[config.mk]
export PLATFORM = sky130hd
export DESIGN_NAME = uart_rx_ctrl
export DESIGN_NICKNAME = d
export VERILOG_FILES = /design/src/rtl/uart_pkg.sv /design/src/rtl/rx_phase_gen.sv /design/src/rtl/uart_rx_ctrl.sv
export SDC_FILE = /design/constraint.sdc
export NUM_CORES = 1
export LEC_CHECK = 0
export ABC_CLOCK_PERIOD_IN_PS = 2870
export CORE_MARGIN = 1
export CORE_UTILIZATION = 61
export DETAILED_ROUTE_END_ITERATION = 8
export DONT_BUFFER_PORTS = 1
export GPL_ROUTABILITY_DRIVEN = 0
export PLACE_DENSITY = 0.77
export SLEW_MARGIN = 10
export SYNTH_ARGS = -nofsm -noshare
export SYNTH_HDL_FRONTEND = slang
export SYNTH_SLANG_ARGS = --single-unit
[constraint.sdc]
create_clock -name clk -period 2.87 [get_ports clk]
set_clock_uncertainty 0.15 [all_clocks]
set_input_delay 0.287 -clock clk [delete_from_list [all_inputs] [get_ports clk]]
set_output_delay 0.287 -clock clk [all_outputs]
set_load 0.02 [all_outputs]
[src/rtl/uart_pkg.sv]
// Shared definitions for the UART receive path: FSM state encoding,
// default frame geometry, mid-bit centre derivation and the bit voter.
package uart_pkg;

    localparam int OVERSAMPLE_DEF = 16;
    localparam int DATA_BITS_DEF  = 8;

    typedef enum logic [2:0] {
        IDLE      = 3'd0,
        START     = 3'd1,
        DATA      = 3'd2,
        STOP      = 3'd3,
        WAIT_IDLE = 3'd4
    } rx_state_e;

    // Phase at which a bit is nominally centred.
    function automatic int center_of(input int oversample);
        return oversample / 2;
    endfunction

    // Two-out-of-three majority used to reject single-sample glitches.
    function automatic logic maj3(input logic a, input logic b, input logic c);
        return (a & b) | (a & c) | (b & c);
    endfunction

endpackage

[src/rtl/rx_phase_gen.sv]
// Oversample phase counter for the UART receiver. Counts baud_en ticks
// within one bit period and decodes the voting window, the decision
// phase and the last phase of the bit.
module rx_phase_gen
    import uart_pkg::*;
#(
    parameter int OVERSAMPLE = OVERSAMPLE_DEF
) (
    input  logic                          clk,
    input  logic                          rst_n,
    input  logic                          baud_en,
    input  logic                          load1,
    input  logic                          run,
    output logic [$clog2(OVERSAMPLE)-1:0] ph,
    output logic                          vote_win,
    output logic                          vote_done,
    output logic                          bit_end
);

    localparam int PH_W   = $clog2(OVERSAMPLE);
    localparam int CENTER = center_of(OVERSAMPLE);

    localparam logic [PH_W-1:0] PH_ZERO  = {PH_W{1'b0}};
    localparam logic [PH_W-1:0] PH_ONE   = PH_W'(1);
    localparam logic [PH_W-1:0] PH_LO    = PH_W'(CENTER - 1);
    localparam logic [PH_W-1:0] PH_HI    = PH_W'(CENTER + 1);
    localparam logic [PH_W-1:0] PH_LAST  = PH_W'(OVERSAMPLE - 1);

    logic [PH_W-1:0] ph_r;

    // Phase advances only on oversample ticks; the detect tick is phase 0,
    // so a fresh frame starts counting from 1. Idle holds the counter at 0.
    always_ff @(posedge clk or negedge rst_n) begin
        if (!rst_n) begin
            ph_r <= PH_ZERO;
        end else if (baud_en) begin
            if (load1) begin
                ph_r <= PH_ONE;
            end else if (run) begin
                ph_r <= (ph_r == PH_LAST) ? PH_ZERO : (ph_r + PH_ONE);
            end else begin
                ph_r <= PH_ZERO;
            end
        end else begin
            ph_r <= ph_r;
        end
    end

    assign ph        = ph_r;
    assign vote_win  = (ph_r >= PH_LO) && (ph_r <= PH_HI);
    assign vote_done = (ph_r == PH_HI);
    assign bit_end   = (ph_r == PH_LAST);

endmodule

[src/rtl/uart_rx_ctrl.sv]
// UART receive controller: synchronizes rx, walks start/data/stop bits
// with a 3-sample majority vote around mid-bit, and delivers one byte per
// frame with a valid pulse or a framing-error pulse.
module uart_rx_ctrl
    import uart_pkg::*;
#(
    parameter int OVERSAMPLE = OVERSAMPLE_DEF,
    parameter int DATA_BITS  = DATA_BITS_DEF
) (
    input  logic                 clk,
    input  logic                 rst_n,
    input  logic                 baud_en,
    input  logic                 rx,
    output logic [DATA_BITS-1:0] data_out,
    output logic                 data_valid,
    output logic                 frame_err,
    output logic                 busy
);

    localparam int PH_W  = $clog2(OVERSAMPLE);
    localparam int IDX_W = $clog2(DATA_BITS);

    localparam logic [IDX_W-1:0] IDX_ZERO = {IDX_W{1'b0}};
    localparam logic [IDX_W-1:0] IDX_ONE  = IDX_W'(1);
    localparam logic [IDX_W-1:0] IDX_LAST = IDX_W'(DATA_BITS - 1);
    localparam logic [PH_W-1:0]  PH_ZERO  = {PH_W{1'b0}};

    // Synchronizer
    logic rx_meta_r;
    logic rx_sync_r;
    logic rx_s;

    // FSM and datapath state
    rx_state_e            state_r, state_s;
    logic [IDX_W-1:0]     idx_r, idx_s;
    logic [2:0]           win_r, win_s;
    logic [DATA_BITS-1:0] shreg_r, shreg_s;
    logic [DATA_BITS-1:0] data_out_r, data_out_s;
    logic                 data_valid_r, data_valid_s;
    logic                 frame_err_r, frame_err_s;
    logic                 busy_r;

    // Phase generator hookup
    logic [PH_W-1:0] ph_s;
    logic            vote_win_s;
    logic            vote_done_s;
    logic            bit_end_s;
    logic            load1_s;
    logic            run_s;
    logic            bit_s;

    // Two-flop synchronizer; resets to the idle line level so reset never
    // looks like a start edge.
    always_ff @(posedge clk or negedge rst_n) begin
        if (!rst_n) begin
            rx_meta_r <= 1'b1;
            rx_sync_r <= 1'b1;
        end else begin
            rx_meta_r <= rx;
            rx_sync_r <= rx_meta_r;
        end
    end

    assign rx_s  = rx_sync_r;
    assign run_s = (state_r != IDLE);

    rx_phase_gen #(
        .OVERSAMPLE (OVERSAMPLE)
    ) u_phase (
        .clk       (clk),
        .rst_n     (rst_n),
        .baud_en   (baud_en),
        .load1     (load1_s),
        .run       (run_s),
        .ph        (ph_s),
        .vote_win  (vote_win_s),
        .vote_done (vote_done_s),
        .bit_end   (bit_end_s)
    );

    // Bit decision: the two earlier window samples plus the live sample.
    assign bit_s = maj3(win_r[1], win_r[0], rx_s);

    // Next-state, voter window, shift register and output pulse logic.
    always_comb begin
        state_s      = state_r;
        idx_s        = idx_r;
        win_s        = win_r;
        shreg_s      = shreg_r;
        data_out_s   = data_out_r;
        data_valid_s = 1'b0;
        frame_err_s  = 1'b0;
        load1_s      = 1'b0;

        if (baud_en) begin
            // Each bit starts with an empty window so no sample from the
            // previous bit can ever take part in a vote.
            if (ph_s == PH_ZERO) begin
                win_s = 3'b000;
            end else if (vote_win_s && (state_r != IDLE)) begin
                win_s = {win_r[1:0], rx_s};
            end else begin
                win_s = win_r;
            end

            case (state_r)
                IDLE: begin
                    if (!rx_s) begin
                        state_s = START;
                        load1_s = 1'b1;
                    end else begin
                        state_s = IDLE;
                    end
                end

                START: begin
                    if (vote_done_s && bit_s) begin
                        // Glitch, not a real start bit.
                        state_s = IDLE;
                    end else if (bit_end_s) begin
                        state_s = DATA;
                        idx_s   = IDX_ZERO;
                    end else begin
                        state_s = START;
                    end
                end

                DATA: begin
                    if (vote_done_s) begin
                        shreg_s = {bit_s, shreg_r[DATA_BITS-1:1]};
                    end else begin
                        shreg_s = shreg_r;
                    end
                    if (bit_end_s) begin
                        if (idx_r == IDX_LAST) begin
                            state_s = STOP;
                        end else begin
                            idx_s = idx_r + IDX_ONE;
                        end
                    end else begin
                        idx_s = idx_r;
                    end
                end

                STOP: begin
                    // Leave at mid-stop-bit so a back-to-back start edge
                    // is seen by IDLE.
                    if (vote_done_s) begin
                        if (bit_s) begin
                            data_out_s   = shreg_r;
                            data_valid_s = 1'b1;
                            state_s      = IDLE;
                        end else begin
                            frame_err_s  = 1'b1;
                            state_s      = WAIT_IDLE;
                        end
                    end else begin
                        state_s = STOP;
                    end
                end

                WAIT_IDLE: begin
                    if (rx_s) begin
                        state_s = IDLE;
                    end else begin
                        state_s = WAIT_IDLE;
                    end
                end

                default: begin
                    state_s = IDLE;
                end
            endcase
        end else begin
            state_s = state_r;
        end
    end

    // FSM, datapath and registered outputs.
    always_ff @(posedge clk or negedge rst_n) begin
        if (!rst_n) begin
            state_r      <= IDLE;
            idx_r        <= IDX_ZERO;
            win_r        <= 3'b000;
            shreg_r      <= {DATA_BITS{1'b0}};
            data_out_r   <= {DATA_BITS{1'b0}};
            data_valid_r <= 1'b0;
            frame_err_r  <= 1'b0;
            busy_r       <= 1'b0;
        end else begin
            state_r      <= state_s;
            idx_r        <= idx_s;
            win_r        <= win_s;
            shreg_r      <= shreg_s;
            data_out_r   <= data_out_s;
            data_valid_r <= data_valid_s;
            frame_err_r  <= frame_err_s;
            busy_r       <= (state_s != IDLE);
        end
    end

    assign data_out   = data_out_r;
    assign data_valid = data_valid_r;
    assign frame_err  = frame_err_r;
    assign busy       = busy_r;

endmodule
# After elaboration in Yosys (flattened, before gate mapping)

Index checks and enable logic that the tools add are counted.

Register bits after elaboration: 33
Output and inout bits: 11
Word-level logic and storage cells: 75

Add/subtract/negate cells: 2
$lt $le $gt $ge: 2
Equality and inequality tests: 11
Mux-type cells: 31
Bitwise operators: 5
Reduce and logical (&&, ||, !) cells: 13

Operators with widths:

| cell                  | number |
|---|---|
| $mux W3               | 10 |
| $pmux W3 S5           | 1 |
| $mux W1               | 12 |
| $mux W4               | 3 |
| $eq A4 B4 Y1 const B  | 2 |
| $mux W2               | 4 |
| $ne A2 B2 Y1 const B  | 4 |
| $eq A3 B2 Y1 const B  | 2 |
| $eq A3 B3 Y1 const B  | 2 |
| $pmux W3 S2           | 1 |
| $reduce_and A6 Y1     | 1 |
| $reduce_bool A3 Y1    | 2 |
| $add A4 B1 Y4 const B | 1 |
| $ge A4 B3 Y1 const B  | 1 |
| $le A4 B4 Y1 const B  | 1 |
| $logic_not A4 Y1      | 1 |
| $reduce_and A4 Y1     | 1 |
| $reduce_bool A2 Y1    | 2 |
| $add A3 B1 Y3 const B | 1 |
| $and A1 B1 Y1         | 3 |
| $eq A3 B1 Y1 const B  | 1 |
| $logic_and A1 B1 Y1   | 3 |
| $logic_not A3 Y1      | 1 |
| $reduce_and A3 Y1     | 1 |
| other kinds (2)       | 3 |

# Depth between registers and ports, before layout

Gate-level depths: netlist (run 1).

Word-level depth: 8
Depth in mapped cells: 7
Mapped depth without buffers: 6

# Modules after synthesis

A second synthesis (run 1) with hierarchy kept.

Cells, all modules: 130
Area, all modules: 1566.5 µm²

Modules (own cells, without submodules):

| module       | instances | cells an instance | area each (µm²) | sequential area each (µm²) |
|---|---|---|---|---|
| uart_rx_ctrl | 1         | 99                | 1286.2          | 728.2 |
| rx_phase_gen | 1         | 31                | 280.3           | 100.1 |

# Least setup slack after synthesis (run 1)

No wires, ideal clock.

Path type: register -> register
From: register u_phase.ph_r[1], in the netlist u_phase.ph[1]
To: register data_out_r[0], in the netlist data_out[0]
Arrival: 1.721 ns
Slack: 0.874 ns
Stages on the path, launching flop included: 8
Clock period less this slack: 1.996 ns
Cells stage by stage: dfrtp_1 > inv_1 > ha_1 > and3b_2 > nand2_2 > or3b_1 > buf_6 > mux2_4

Cells in the longest elaborated chain, start to end: 2

Ends and longest elaborated chain:

| what                               | line                | RTL |
|---|---|---|
| start, declared                    | rx_phase_gen.sv:29  | `logic [PH_W-1:0] ph_r;` |
| start signal, assigned             | rx_phase_gen.sv:40  | `ph_r <= (ph_r == PH_LAST) ? PH_ZERO : (ph_r + PH_ONE);` |
| start signal, assigned             | rx_phase_gen.sv:45  | `ph_r <= ph_r;` |
| $eq A4 B4 Y1                       | rx_phase_gen.sv:51  | `assign vote_done = (ph_r == PH_HI);` |
| $reduce_and A4 Y1 (no source line) | n/a                 |  |
| end signal, assigned               | uart_rx_ctrl.sv:186 | `data_out_r <= {DATA_BITS{1'b0}};` |
| end signal, assigned               | uart_rx_ctrl.sv:195 | `data_out_r <= data_out_s;` |
| end, declared                      | uart_rx_ctrl.sv:38  | `logic [DATA_BITS-1:0] data_out_r, data_out_s;` |

No other way between the ends.
A chain may end at the register's enable or synchronous reset.

# Worst setup path in the final report (run 1)

From: register u_phase.ph_r[1], in the netlist u_phase.ph[1]
To: register data_out_r[6], in the netlist data_out[6]

The elaborated chain is that of the path after synthesis.

==> metrics.md, run 1 <==
| Metric | Value |
|---|---|
| Tmin final | roughly 2300 ps |
| VDD IR max | 0.567 mV |
| Register area share after synthesis | 0.527 |
| Power Density | 723 nW/um^2 |
| FF+latch count, synth | 33 |
| Die height | 52.8 um |
| Yosys Warn Count | 0 |
| Hold Vio Cnt, Final | 0 |
| Asr flop ratio synth | 1.00 |
| GRT overflow | 0 |
| Fillcell total | between 150 and 200 |
| Syn nets | 144 |
| Full die area | 2790 um^2 |
| Max clock buf depth | 2 |
| CTS Root Cell | clkbuf_4 |
| Fin. max-slew vios | 0 |
| PortBufs | 0 |
| Hold Slack | 28.5 ps |
| Largest net degree at the start of global routing | 34 |
| Final setup TNS | 0 ps |
| Final wirelength | between 2 and 3 mm |
| Core outline area | 2450 um^2 |
| # Max-Cap Violations | 0 |
| HP Class | in -> reg |
| Cell Area, Synth | 1570 um^2 |
| Layout cells sized above 1 | 0.214 |
| Critical path class | reg -> reg |
| Crit-path max FO | 9 |
| Vias in the first global route | roughly 1000 |
| Clk sinks | 33 |
| TritonCTS Buffers | 5 |
| GRT Util Overall | 0.245 |
| Post-Synthesis Cells | around 130 |
| Post-Syn Area per Cell | 11.7 um^2 |
| Io pins | 15 |
| Unique masters post-synth | 36 |
| RSZ-0062 raised after global routing | false |
| Crit path DAT | 2370 ps |
| Drt first pass iters | 4 |
| Starting Density | 0.641 |
| Worst EP required | 2950 ps |
| DR vias/cell | 5.92 |
| Max-slew headroom | 0.655 |
| DR vias | 1007 |
| Drc violations | 0 |
| # resized after CTS | 0 |
| Global-route wire length before repair | 4.64 mm |
| Drt wl/cell | 16.3 um |
| # setup viols final | 0 |
| H-Tree Depth | 2 |
| Post-DP HPWL | roughly 2 mm |
| Sequential cell area | 828 um^2 |
| Iteration-0 DRC Markers | 16 |
| Crit. End Element | flip-flop |
| Area grow syn2layout | 6.84% |
| CTS tree | done |
| Top_reg_cell synth | dfrtp_1 |
| Worst-path clk slew | 100 ps |
| Number of synthesized flops with an enable pin | 0 |
| Slew @ Worst Pin | 518 ps |
| Later-pin clock latency in the skew report | between 300 and 400 ps |
| Outcome | completed |
| F_max | 437 MHz |
| Final ANT Viol Nets | 0 |
| Die W | roughly 53 um |
| Final nets | 149 |
| Crit share post-route | 0.798 |
| Area of the multi-input gates | roughly 700 um^2 |
| Ant diodes | 0 |
| Std-Cell Rows | 18 |
| Initial antenna violation count | 0 |
| Static Leak | 0.837 nW |
| Startpoint types | flip-flop |
==> final timing paths <==
kind	start	to	slack [ps]	cells after the start
max in group asynchronous	rst_n	rx_meta_r	2090	2
max	u_phase.ph[1]	data_out[6]	580	6
max reg2reg	u_phase.ph[1]	data_out[6]	580	6
min in group asynchronous	rst_n	data_out[4]	230	2
min	baud_en	state_r[2]	30	3
min reg2reg	rx_meta_r	rx_s	210	0
==> where the power goes <==
group | switching (W) | internal [W] | total (W)
registers | 0.000106 | 0.000531 | 0.000637
logic | 0.000175 | 0.000154 | 0.000329
clock network | 0.000155 | 0.0000932 | 0.000249
==> kinds of logic after synthesis <==
family / share of synthesized area
mux: 0.140
buf+inv: 0.0318
fa+ha+maj: 0.0541
simple gates: 0.160
compound gates: 0.0875
flops: 0.527
==> routing by layer <==
| layer | vias to the layer above | wire [um] | GRT usage |
|---|---|---|---|
| li1 | 491 | - | - |
| met1 | 489 | 1190 | 0.286 |
| met2 | 22 | 1410 | 0.409 |
| met3 | 5 | 115 | 0.0870 |
| met4 | 0 | 61 | 0.0921 |
| met5 | - | 0 | 0 |
==> area by class of cell <==
cell class	count	share of cell area
sequential	33	0.493
multi-input combinational	90	0.413
timing repair buffer	4	0.0298
clock buffer	6	0.0246
tap	30	0.0223
inverter	5	0.0112
clock inverter	2	0.00596
==> sequential cells by signal, indices dropped and copies added (netlist names) <==
| signal | count |
|---|---|
| frame_err | 1 |
| rx_meta_r | 1 |
| state_r | 3 |
| data_out | 8 |
| shreg_r | 8 |
| idx_r | 3 |
| data_valid | 1 |
| win_r | 2 |
| rx_s | 1 |
| busy | 1 |
| u_phase.ph | 4 |
==> layout by cell type, fill, tap and decap left out, types with 2 or more instances in the layout <==
cell type / instances
nand2_1: 13
mux2_2: 8
clkinv_2: 2
nand3_1: 7
nor3_1: 3
dfstp_2: 2
o211ai_1: 2
inv_1: 5
or3_1: 2
ha_1: 6
and3_1: 6
or3b_1: 2
o31ai_1: 3
mux2_4: 8
clkbuf_4: 5
o21ai_0: 11
dlygate4sd3_1: 3
dfrtp_1: 31
o221ai_1: 2
==> through the flow <==
step	setup WS [ps]	util	total power [W]	cell area, um^2	instances
final	579	0.685	0.00121	1680	170
after global routing	455	0.685	0.00132	1680	170
after CTS	574	0.685	0.00123	1680	170
after floorplan	874	-	0.000888	1570	134
after global placement	685	0.643	0.000932	1580	158
after detailed placement	595	0.643	0.000958	1580	158
==> cell usage after synthesis (2+ instances only) <==
| cell type | instances | area [um^2] |
|---|---|---|
| and3_1 | 6 | 37.5 |
| clkbuf_1 | 4 | 15.0 |
| dfrtp_1 | 31 | 776 |
| dfstp_2 | 2 | 52.6 |
| ha_1 | 6 | 75.1 |
| inv_1 | 5 | 18.8 |
| mux2_2 | 8 | 90.1 |
| mux2_4 | 8 | 120 |
| nand2_1 | 13 | 48.8 |
| nand3_1 | 7 | 35.0 |
| nor3_1 | 3 | 15.0 |
| o211ai_1 | 2 | 15.0 |
| o21ai_0 | 11 | 55.1 |
| o221ai_1 | 2 | 17.5 |
| o31ai_1 | 3 | 22.5 |
| or3_1 | 2 | 12.5 |
| or3b_1 | 2 | 17.5 |
==> critical path: stages (launching register included) <==
cell	delay [ps]
dfrtp_1	410
inv_1	120
ha_1	180
and3b_2	230
nand2_2	70
or3b_1	630
mux2_4	390
==> timing repair <==
action / CTS / global route
buffers inserted: 0 / 0
endpoints found under the hold margin: 41 / 0
hold buffers: 4 / 0
No activity file was read; power rests on OpenSTA's default activity.
==> inputs of run 2 (changes only) <==
--- a/config.mk
+++ b/config.mk
@@ -5,13 +5,13 @@
 export SDC_FILE = /design/constraint.sdc
 export NUM_CORES = 1
 export LEC_CHECK = 0
-export ABC_CLOCK_PERIOD_IN_PS = 2870
+export ABC_CLOCK_PERIOD_IN_PS = 2000
 export CORE_MARGIN = 1
-export CORE_UTILIZATION = 61
+export CORE_UTILIZATION = 55
 export DETAILED_ROUTE_END_ITERATION = 8
 export DONT_BUFFER_PORTS = 1
 export GPL_ROUTABILITY_DRIVEN = 0
-export PLACE_DENSITY = 0.77
+export PLACE_DENSITY = 0.73
 export SLEW_MARGIN = 10
 export SYNTH_ARGS = -nofsm -noshare
 export SYNTH_HDL_FRONTEND = slang
==> constraint.sdc (replaced) <==
create_clock -name clk -period 2 [get_ports clk]
set_clock_uncertainty 0.15 [all_clocks]
set_input_delay 0.2 -clock clk [delete_from_list [all_inputs] [get_ports clk]]
set_output_delay 0.2 -clock clk [all_outputs]
set_load 0.02 [all_outputs]
==> run 2 against run 1 <==
The flow now finishes with violations (setup timing); non-clock buffer count rose by 19; combinational power increased by 110%; count of clock-buffer cells in the layout up 1; sequential cell count did not move; worst setup slack lost 590 ps; highest routed layer unchanged; cell area is 13% higher.
==> metrics.md, run 2 (synthesized netlist as in run 1, its figures left out) <==
| Metric | Value |
|---|---|
| Global-route wire length before repair | 5.01 mm |
| Final wirelength | 2.92 mm |
| Worst Hold End | win_r[1] |
| Final nets | ~170 |
| Power Density | ~1100 nW/um^2 |
| Io pins | 15 |
| Critical path class | reg -> reg |
| Reg-to-reg endpoint | data_out[7] |
| Std-Cell Rows | 19 |
| Vias in the first global route | 1090 |
| Final ANT Viol Nets | 0 |
| Die W | roughly 55 um |
| PortBufs | 0 |
| Layout cells sized above 1 | 0.327 |
| Reg2reg start | u_phase.ph[1] |
| Iteration-0 DRC Markers | 42 |
| Hold depth | 3 |
| Int Pwr | ~0.0014 W |
| Reg2reg setup slack | -7 ps |
| Drc violations | 0 |
| Clk sinks | 33 |
| Most common cell after layout, fill and taps aside | dfrtp_1 |
| DR vias | 1123 |
| Hold path startpoint | baud_en |
| Switching power of the nets | 0.000671 W |
| Commonest cells after routing, fill and taps aside | 31 x dfrtp_1, 15 x buf_4, 13 x nand2_1 |
| GRT overflow | 0 |
| Fraction of power consumed by sequential logic | 0.425 |
| DR vias/cell | 5.91 |
| Failing checks | setup timing |
| CTS tree | done |
| HP Class | in -> reg |
| Power share of the clock group | 0.245 |
| Die height | 55.5 um |
| Outcome | finished with violations |
| VDD IR max | 0.824 mV |
| Crit share post-route | 1.00 |
| Later-pin clock latency in the skew report | 330 ps |
| Setup ws final | -6.68 ps |
| Starting Density | 0.575 |
| Initial antenna violation count | 0 |
| Logic gate share of total power | 0.330 |
| Crit path DAT | 2070 ps |
| H-Tree Depth | 2 |
| Static Leak | 0.951 nW |
| Hold Slack | around 26 ps |
| Hold Vio Cnt, Final | 0 |
| GRT Util Overall | 0.216 |
| RSZ-0062 raised after global routing | true |
| Full die area | about 3000 um^2 |
| Final core utilization | 0.695 |
| Max clock buf depth | 2 |
| Area grow syn2layout | 20.8% |
| Tmin final | 2010 ps |
| Max-slew headroom | 0.671 |
| Worst EP required | 2070 ps |
| Post-route cell area | 1900 um^2 |
| Drt first pass iters | 5 |
| Area after DPL | 1690 um^2 |
| # setup viols final | 2 |
| Startpoint types | flip-flop |
| Ant diodes | 0 |
| Core outline area | around 2700 um^2 |
| Drt wl/cell | around 15 um |
| TritonCTS Buffers | 5 |
| Worst-path clk slew | 100 ps |
| CTS Root Cell | clkbuf_4 |
| Crit-path max FO | 5 |
| R2R depth | 7 |
| # Max-Cap Violations | 0 |
| Sw frac | 0.323 |
| Post-DP HPWL | ~1.9 mm |
| Fin. max-slew vios | 0 |
| F_max | around 500 MHz |
| Slew @ Worst Pin | 493 ps |
| Largest net degree at the start of global routing | 34 |
| Crit. End Element | flip-flop |
[run 2: cell count changes in the layout (fill, tap and decap cells not counted), sizes merged]
| cell | previous run | this run |
|---|---|---|
| buf | 1 | 19 |
| bufinv | 0 | 1 |
| clkbuf | 6 | 7 |
| clkinv | 2 | 0 |
| dlygate4sd3 | 3 | 4 |
[run 2: through the flow]
stage | setup TNS (ps) | setup WS [ps] | std cells | total power [W]
after detailed placement | -316 | -49.8 | 172 | 0.00146
after global placement | 0 | 2.61 | 172 | 0.00144
after CTS | 0 | 0.549 | 187 | 0.00203
final | -8.84 | -6.68 | 190 | 0.00208
after floorplan | 0 | 4.15 | 134 | 0.00127
after global routing | -443 | -66.2 | 190 | 0.00222
[run 2: how the worst max path moves through the flow]
stage                        startpoint  slack (ps)           to  cells after the start
after floorplan           u_phase.ph[1]           4  data_out[0]                      7
after global placement    u_phase.ph[1]           3  data_out[7]                      7
after detailed placement  u_phase.ph[1]         -50  data_out[7]                      7
after CTS                 u_phase.ph[1]         0.5  data_out[7]                      7
after global routing      u_phase.ph[1]         -70  data_out[1]                      7
final                     u_phase.ph[1]          -7  data_out[7]                      7
[run 2: power by group through the flow]
stage / registers [W] / logic, W / clock network (W)
after floorplan: 0.000855 / 0.000419 / 0
after global placement: 0.000884 / 0.000552 / 0
after detailed placement: 0.000889 / 0.000571 / 0
after CTS: 0.000874 / 0.000635 / 0.000526
after global routing: 0.000897 / 0.000773 / 0.000550
final: 0.000883 / 0.000686 / 0.000510
[run 2: cell type report]
class                           count  area, um^2
Inverter                            5        18.8
Clock buffer                        7        55.1
Multi-Input combinational cell     90         714
Tap cell                           31        38.8
Sequential cell                    33         828
Fill cell                         196         833
Clock inverter                      1        30.0
Timing Repair Buffer               23         215
[run 2: metal layers]
metal  GRT usage  share of wire
met2       0.391           0.53
met4      0.0750          0.022
met1       0.239           0.41
met3      0.0656          0.041
met5           0              0
[run 2: worst max-delay path: stages (launching register included)]
cell and delay (ps):
dfrtp_1 410, inv_2 80, ha_4 130, and3b_2 200
nand2_2 60, or3b_4 430, buf_6 150, mux2_4 300
[run 2: timing repair]
action / in CTS / in global routing
endpoints found under the setup margin: 8 / 11
buffers inserted: 2 / 2
hold buffers: 4 / 1
resized for setup: 6 / 3
pin swaps: 2 / 3
endpoints found under the hold margin: 43 / 1
cloned: 1 / 0
==> inputs of run 3 (changes only) <==
--- a/config.mk
+++ b/config.mk
@@ -6,11 +6,14 @@
 export NUM_CORES = 1
 export LEC_CHECK = 0
 export ABC_CLOCK_PERIOD_IN_PS = 2000
+export CAP_MARGIN = 10
+export CORE_ASPECT_RATIO = 0.5
 export CORE_MARGIN = 1
 export CORE_UTILIZATION = 55
 export DETAILED_ROUTE_END_ITERATION = 8
 export DONT_BUFFER_PORTS = 1
 export GPL_ROUTABILITY_DRIVEN = 0
+export MAX_ROUTING_LAYER = met4
 export PLACE_DENSITY = 0.73
 export SLEW_MARGIN = 10
 export SYNTH_ARGS = -nofsm -noshare
==> run 3 against run 2 <==
The flow now finishes without violations; register-to-register slack better by 30 ps; non-clock buffer count decreased by 4; worst setup slack improved by 28 ps; cell area decreased by 0.99%; global-route usage increased by 1.2 points; count of clock-buffer cells in the layout is 2 lower; power decreased by 1.5%; sequential share of layout area grew 0.43 points; clock power down 3%; fmax up 1.4%; cell count rose by 1.1%; highest routed layer is now met3.
==> metrics.md, run 3 (synthesized netlist as in run 1, its figures left out) <==
| Metric | Value |
|---|---|
| Outcome | completed |
| Ant diodes | 0 |
| Drt first pass iters | 4 |
| Most common cell after layout, fill and taps aside | dfrtp_1 |
| Worst-path clk slew | around 70 ps |
| Clk sinks | 33 |
| Sw frac | 0.347 |
| Final ANT Viol Nets | 0 |
| Post-DP HPWL | 1.87 mm |
| Power share of the clock group | 0.241 |
| Worst EP required | 2020 ps |
| Die height | 39.8 um |
| Final wirelength | 2.98 mm |
| Total power | 0.00205 W |
| Drc violations | 0 |
| Std-Cell Rows | 13 |
| Crit share post-route | 0.989 |
| DR vias | 1055 |
| Static Leak | 0.928 nW |
| Slew @ Worst Pin | around 460 ps |
| Critical path cell sequence | inv_2, ha_4, and3b_2, nand2_2, or3b_4, buf_6, mux2_4 |
| Switching power of the nets | about 0.0007 W |
| Tmin final | around 2000 ps |
| Logic gate share of total power | 0.329 |
| Iteration-0 DRC Markers | 46 |
| GRT Util Overall | 0.228 |
| Area grow syn2layout | 19.6% |
| Crit-path max FO | 5 |
| Power Density | 1090 nW/um^2 |
| Full die area | 3090 um^2 |
| Crit path DAT | 2000 ps |
| Initial antenna violation count | 0 |
| Fin. max-slew vios | 0 |
| TritonCTS Buffers | 5 |
| Max clock buf depth | 2 |
| Starting Density | 0.593 |
| Fraction of power consumed by sequential logic | 0.430 |
| Placed Cells | 177 |
| DR vias/cell | 5.49 |
| Max-slew headroom | 0.688 |
| Core outline area | 2650 um^2 |
| Critical path class | reg -> reg |
| # Max-Cap Violations | 0 |
| F_max | 505 MHz |
| Commonest cells after routing, fill and taps aside | 31 x dfrtp_1, 13 x nand2_1, 12 x buf_4 |
| Drt wl/cell | ~16 um |
| Die W | 77.6 um |
| Global-route wire length before repair | 4.84 mm |
| HP Class | in -> reg |
| Largest net degree at the start of global routing | 34 |
| Fin cells | 192 |
| Final nets | 164 |
| VDD IR max | 0.620 mV |
| Int Pwr | 0.00134 W |
| GRT overflow | 0 |
| PortBufs | 0 |
| CTS Root Cell | clkbuf_8 |
| Vias in the first global route | around 1000 |
| # setup viols final | 0 |
| Io pins | 15 |
| Hold Vio Cnt, Final | 0 |
| CTS tree | done |
| Crit-path max cell delay | 400 ps |
| RSZ-0062 raised after global routing | true |
| Layout cells sized above 1 | 0.329 |
| Crit. End Element | flip-flop |
| Later-pin clock latency in the skew report | just under 300 ps |
| Startpoint types | flip-flop |
| CP max stage cell | or3b_4 |
| H-Tree Depth | 2 |
run 3: final timing paths:
kind                                from          end  slack (ps)  cells after the start
hold / removal                   baud_en   state_r[0]           6                      2
setup reg to reg           u_phase.ph[1]  data_out[1]          20                      7
min in group asynchronous          rst_n   state_r[1]         210                      2
setup / recovery           u_phase.ph[1]  data_out[1]          20                      7
max in group asynchronous          rst_n    rx_meta_r        1240                      2
hold reg to reg                rx_meta_r         rx_s         210                      0
run 3: power groups by stage:
stage / registers [W] / logic (W) / clock network, W
floorplan: 0.000855 / 0.000419 / 0
global placement: 0.000876 / 0.000576 / 0
detailed placement: 0.000884 / 0.000589 / 0
CTS: 0.000876 / 0.000650 / 0.000504
global route: 0.000893 / 0.000756 / 0.000539
finish: 0.000881 / 0.000673 / 0.000494
run 3: cell type report:
type / count / area (um^2)
multi-input cells: 90 / 719
inverters: 5 / 18.8
well taps: 37 / 46.3
flip-flops and latches: 33 / 828
fillers: 173 / 769
clock buffers: 5 / 68.8
repair buffers: 19 / 183
clock inverters: 3 / 17.5
run 3: repair_timing:
| action | CTS | global route |
|---|---|---|
| hold buffers | 4 | 0 |
| resized for setup | 7 | 4 |
| cloned | 1 | 0 |
| endpoints found under the hold margin | 42 | 0 |
| endpoints found under the setup margin | 8 | 11 |
| buffers inserted | 1 | 1 |
| pin swaps | 1 | 0 |
run 3: metal layers:
metal  up-vias  wire length [um]  GRT usage
met5         -                 0          -
met4         0                 0     0.0472
met3         0               125     0.0930
met2        20              1330      0.361
met1       515              1520      0.281
li1        520                 -          -
run 3: critical path: cells and delay by family (launching register included):
family | cells | cell delay, ps
fa+ha+maj | 1 | 130
buf+inv | 2 | 230
flops | 1 | 390
mux | 1 | 290
simple gates | 3 | 660
run 3: stage by stage:
stage	area, um^2	hold WS (ps)	util	TNS [ps]	worst slack (ps)
floorplan	1570	-246	-	0	4.15
global placement	1690	-245	0.638	-75.0	-9.88
detailed placement	1690	-245	0.638	-416	-57.2
CTS	1860	5.44	0.703	0	29.5
global route	1880	13.8	0.710	-290	-44.8
finish	1880	6.15	0.710	0	21.2
